**src/rtl/instr_fetch.sv**
```systemverilog
// Instruction fetch unit: assembles big-endian 32-bit words from a byte-wide
// program RAM and hands them to the decoder over a valid/ready handshake.
module instr_fetch #(
  parameter int unsigned ADDR_W   = 16,
  parameter int unsigned RESET_PC = 0
) (
  input  logic              clk,
  input  logic              rst,
  output logic              ram_rd,
  output logic [ADDR_W-1:0] ram_addr,
  input  logic [7:0]        ram_rdata,
  output logic [31:0]       ir,
  output logic [ADDR_W-1:0] ir_pc,
  output logic              ir_valid,
  input  logic              ir_ready,
  input  logic              jmp,
  input  logic [23:0]       jmp_offset,
  input  logic              halt,
  output logic              halted
);

  localparam int unsigned EXT_W = (ADDR_W > 26) ? ADDR_W : 26;

  localparam logic [1:0] ST_FETCH  = 2'd0;
  localparam logic [1:0] ST_DRAIN  = 2'd1;
  localparam logic [1:0] ST_HOLD   = 2'd2;
  localparam logic [1:0] ST_HALTED = 2'd3;

  logic [1:0]        r_state, w_state;
  logic [1:0]        r_k, w_k;
  logic [ADDR_W-1:0] r_pc, w_pc;
  logic [23:0]       r_shift, w_shift;
  logic              r_pend, w_pend;
  logic              r_ram_rd, w_ram_rd;
  logic [ADDR_W-1:0] r_ram_addr, w_ram_addr;
  logic [31:0]       r_ir, w_ir;
  logic [ADDR_W-1:0] r_ir_pc, w_ir_pc;
  logic              r_ir_valid, w_ir_valid;
  logic              r_halted, w_halted;

  logic [EXT_W-1:0]  w_off_ext;
  logic [ADDR_W-1:0] w_jmp_tgt;

  // Offset is in instructions; scale to bytes and wrap to the address width.
  assign w_off_ext = EXT_W'($signed({jmp_offset, 2'b00}));
  assign w_jmp_tgt = r_ir_pc + w_off_ext[ADDR_W-1:0];

  always_ff @(posedge clk or negedge rst) begin
    if (!rst) begin
      r_state    <= ST_FETCH;
      r_k        <= 2'd0;
      r_pc       <= ADDR_W'(RESET_PC);
      r_shift    <= 24'd0;
      r_pend     <= 1'b0;
      r_ram_rd   <= 1'b0;
      r_ram_addr <= '0;
      r_ir       <= 32'd0;
      r_ir_pc    <= '0;
      r_ir_valid <= 1'b0;
      r_halted   <= 1'b0;
    end else begin
      r_state    <= w_state;
      r_k        <= w_k;
      r_pc       <= w_pc;
      r_shift    <= w_shift;
      r_pend     <= w_pend;
      r_ram_rd   <= w_ram_rd;
      r_ram_addr <= w_ram_addr;
      r_ir       <= w_ir;
      r_ir_pc    <= w_ir_pc;
      r_ir_valid <= w_ir_valid;
      r_halted   <= w_halted;
    end
  end

  // r_k counts bytes already requested; r_pend marks ram_rdata valid this cycle.
  always_comb begin
    w_state    = r_state;
    w_k        = r_k;
    w_pc       = r_pc;
    w_shift    = r_pend ? {r_shift[15:0], ram_rdata} : r_shift;
    w_pend     = r_ram_rd;
    w_ram_rd   = 1'b0;
    w_ram_addr = r_ram_addr;
    w_ir       = r_ir;
    w_ir_pc    = r_ir_pc;
    w_ir_valid = r_ir_valid;
    w_halted   = r_halted;

    if (r_state == ST_HALTED) begin
      w_pend = 1'b0;
    end else if (halt) begin
      w_state    = ST_HALTED;
      w_ir_valid = 1'b0;
      w_halted   = 1'b1;
      w_pend     = 1'b0;
    end else if (jmp) begin
      // Redirect immediately; any byte still in flight is dropped via w_pend.
      w_pc       = w_jmp_tgt;
      w_ir_valid = 1'b0;
      w_pend     = 1'b0;
      w_ram_rd   = 1'b1;
      w_ram_addr = w_jmp_tgt;
      w_k        = 2'd1;
      w_state    = ST_FETCH;
    end else begin
      case (r_state)
        ST_FETCH: begin
          w_ram_rd   = 1'b1;
          w_ram_addr = r_pc + ADDR_W'(r_k);
          w_k        = r_k + 2'd1;
          if (r_k == 2'd3) w_state = ST_DRAIN;
        end
        ST_DRAIN: begin
          if (!r_ram_rd) begin
            w_ir       = {r_shift, ram_rdata};
            w_ir_pc    = r_pc;
            w_ir_valid = 1'b1;
            w_state    = ST_HOLD;
          end
        end
        ST_HOLD: begin
          if (r_ir_valid && ir_ready) begin
            w_pc       = r_pc + ADDR_W'(4);
            w_ir_valid = 1'b0;
            w_ram_rd   = 1'b1;
            w_ram_addr = r_pc + ADDR_W'(4);
            w_k        = 2'd1;
            w_state    = ST_FETCH;
          end
        end
        default: ;
      endcase
    end
  end

  assign ram_rd   = r_ram_rd;
  assign ram_addr = r_ram_addr;
  assign ir       = r_ir;
  assign ir_pc    = r_ir_pc;
  assign ir_valid = r_ir_valid;
  assign halted   = r_halted;

endmodule

```
**config.mk**
```make
export PLATFORM = sky130hd
export DESIGN_NAME = instr_fetch
export DESIGN_NICKNAME = d
export VERILOG_FILES = /design/src/rtl/instr_fetch.sv
export SDC_FILE = /design/constraint.sdc
export NUM_CORES = 1
export LEC_CHECK = 0
export BUFFER_PORTS_ARGS = -buffer_cell sky130_fd_sc_hd__buf_4
export CORE_MARGIN = 2
export CORE_UTILIZATION = 45
export CTS_CLUSTER_DIAMETER = 60
export DETAILED_ROUTE_END_ITERATION = 8
export GPL_TIMING_DRIVEN = 0
export MAX_ROUTING_LAYER = met4
export PLACE_DENSITY_LB_ADDON = 0.2
export SLEW_MARGIN = 25
export SYNTH_ARGS = -nofsm -noshare
export SYNTH_HDL_FRONTEND = slang
export SYNTH_SLANG_ARGS = --single-unit
```
**constraint.sdc**
```tcl
create_clock -name clk -period 2.9 [get_ports clk]
set_clock_uncertainty 0.05 [all_clocks]
set_input_delay 0.145 -clock clk [delete_from_list [all_inputs] [get_ports clk]]
set_output_delay 0.145 -clock clk [all_outputs]
set_load 0.02 [all_outputs]
```
==> metrics.yaml <==
status:
  status: "finished clean"
power_and_ir_drop:
  seqPwrFrac_pct: 37.0
  leakage_nw: 3.31
  intPower_mw: 4.25
  power.density_nw_per_um2: 1040
  switching_share_pct: 40.9
  p_clk_share_pct: 17.3
  fin_total_pwr_mw: 7.20
  p_switching_mw: 2.94
  share_comb_of_total_power_pct: 45.7
  ir_worst_vdd_mv: 0.615
placed_design:
  gp_congestion: 0.864
  port-buffer-count: 91
  dpl_cell_area_um2: 6540
  dpl.hpwl_um: 9330
critical_path:
  worst_path_largest_cell_delay_ns: 0.48
  required_ns: 3.14
  r2r_slack_ns: 0.35
  cp_cell_sequence: "inv_1, ha_1, a21oi_1, o21ai_1, clkbuf_1, clkbuf_1, nand2_1, o21ai_1"
  crit_fanout: 10
  slowest_stage: "clkbuf_1"
  crit_arrival_ns: 2.79
  ff2ff_path_depth: 8
  r2r-start: "r_state[0]"
  worstSetupStartpointType: "flip-flop"
  endpoint_kind: "flip-flop"
  crit_type: "reg -> reg"
  r2r_end: "ram_addr[6]"
cts:
  ctsRootBufferMaster: "clkbuf_16"
  cts_setup_buffers: 0
  clk_pin_slew_ns: 0.08
  h-tree-depth: 3
  ctsLongestPathBuffers: 2
  cts_buffers: 9
  cts.sinks: 112
  postCtsHoldBufs: 9
  cts_resized: 0
  tritoncts: "built"
  clk_latency_ns: 0.36
synth:
  ys_top_cells_by_area: "dfrtp_1, mux2_1, mux2_2"
  ys_ff_latch: 112
  ys_types: 56
  yosys_warnings: 0
  post_synth_fa_ha_maj_area_fraction_pct: 5.36
  synth.area.mux_share_pct: 15.0
  async_reset_ff_share_pct: 100
  synth_fp_nets: 575
  synthSimpleGateAreaFrac_pct: 10.4
  synth_seq_area_share_pct: 49.6
  synth_top_area_share_pct: 49.6
  synth_top_family_by_area: "multiplexers"
  synth_area_um2: 5650
  synth.avg_cell_area_um2: 11.0
  synthXorXnorAreaFrac_pct: 4.03
  synth_ff_type: "dfrtp_1"
  syn_inst: 515
  yosys.area.top_type: "dfrtp_1"
  synth_compound_area_share_pct: 12.7
  synth_edf_count: 0
detailed_routing:
  dr.pass1.iters: 4
  first_iter_violations: 227
  wl_um: 13000
  via_per_inst: 5.37
  drt.antenna.violating_nets: 0
  vias: 4288
  wl_per_cell_um: 16.2
  drc: 0
layout:
  final_cell_mix: "dfrtp_1, buf_4, mux2_1"
  final_area_um2: 6930
  layout_commonest_cell: "dfrtp_1"
  nNetsFinal: 686
  layout-drive-gt1-share_pct: 22.8
  insertedDiodeCount: 0
  area_delta_synth_final_pct: 22.8
sta:
  max_freq_mhz: 392
  hold_viol: 0
  tns_ns: 0
  finalSetupViolations: 0
  fin_crit_ns: 2.55
  drv_slew: 0
  relSlewSlack_pct: 35.4
  fin_crit_sh_pct: 88.0
  worst_slew_pin_slew_ns: 0.963
  rsz0062_at_grt: "no"
job:
  maxCapViolCount: 0
global_routing:
  grt_max_degree: 113
  grt_overflow: 0
  grt_pass1_vias: 4252
  grt_pass1_wl_um: 21300
  groute.usage.overall_pct: 21.2
  antenna_found_initial: 0
die:
  die_w_um: 116
  die_y_um: 116
  core_area_um2: 12100
  row_count: 40
  die-area_um2: 13500
  boundaryPins: 104
  initial_core_util_pct: 46.6
hold_path:
  whs_path_depth: 2
  hp-start: "halt"
  hold_class: "in -> reg"
  hold-path-endpoint: "halted"
## through the flow
stage          hold WS [ns]  setup slack, ns  utilization [%]  cells
2_1_floorplan        -0.201            0.763                -    515
3_3_place_gp          0.319            0.428             54.0    774
5_1_grt               0.105            0.101             57.2    799
3_5_place_dp          0.315            0.379             54.0    774
4_1_cts              0.0861            0.348             57.2    799
6_report             0.0948            0.348             57.2    799
## synth_stat cells (5+ instances only)
| cell type | instances |
|---|---|
| dfrtp_1 | 112 |
| mux2_1 | 46 |
| nand2_1 | 43 |
| a21oi_1 | 34 |
| nor2_1 | 30 |
| o21ai_1 | 26 |
| mux2_2 | 25 |
| ha_1 | 21 |
| clkbuf_1 | 16 |
| inv_1 | 13 |
| o21ai_0 | 13 |
| xnor2_1 | 13 |
| xor2_1 | 13 |
| nor3_1 | 9 |
| nand3_1 | 8 |
| and3_1 | 6 |
| buf_1 | 6 |
| a21o_1 | 5 |
| mux2i_1 | 5 |
| nand4_1 | 5 |
| o22ai_1 | 5 |
## cells by family (layout without fill, tap and decap cells)
logic type,after synthesis,after routing
buffers and inverters,40,156
adder cells (fa/ha/maj),23,23
AND/OR/NAND/NOR,122,122
flip-flops,112,112
XOR/XNOR,26,26
multiplexers,76,76
AO/OA/AOI/OAI,116,116
## layer usage
layer / routed length [µm] / part of all wire [%] / GRT usage [%]
met4: 234 / 1.8 / 7.22
met2: 6440 / 50 / 34.3
met3: 650 / 5.0 / 4.34
met5: 0 / 0 / -
met1: 5650 / 44 / 26.6
## flip-flops by register name (all words and copies together), names as in the netlist
name	cells
ram_rd	1
halted	1
r_pc	16
ir	32
r_k	2
ir_pc	16
r_state	2
ram_addr	16
r_pend	1
r_shift	24
ir_valid	1
## worst max-delay path: cells and delay by family, from the launching register on
| family | cells | cell delay, ns |
|---|---|---|
| buf+inv | 3 | 1.04 |
| compound gates | 3 | 0.55 |
| flops | 1 | 0.43 |
| fa+ha+maj | 1 | 0.29 |
| simple gates | 1 | 0.11 |
## cell type report
type | instances | area, µm²
plain buffers | 27 | 110
clock buffers | 9 | 225
clock inverters | 7 | 72.6
fillers | 1094 | 5180
inverters | 13 | 48.8
multi-input cells | 363 | 2680
flip-flops and latches | 112 | 2800
well taps | 168 | 210
repair buffers | 100 | 779
## power groups by stage
stage	Combinational (mW)	Clock [mW]	Sequential, mW
finish	3.29	1.25	2.66
global route	3.61	1.34	2.76
CTS	3.31	1.28	2.67
detailed placement	3.29	0	2.70
global placement	3.22	0	2.66
floorplan	1.69	0	3.06
## worst max path at each step
stage	from	endpoint	slack, ns	cells after the start
4_1_cts	r_state[0]	ram_addr[4]	0.35	8
2_1_floorplan	ir_pc[2]	ram_addr[8]	0.76	8
3_3_place_gp	r_state[0]	ram_addr[6]	0.43	8
3_5_place_dp	r_state[0]	ram_addr[6]	0.38	8
6_report	r_state[0]	ram_addr[6]	0.35	8
5_1_grt	r_state[0]	ram_addr[4]	0.10	8
Note: power is estimated with default switching activity, not from simulation.
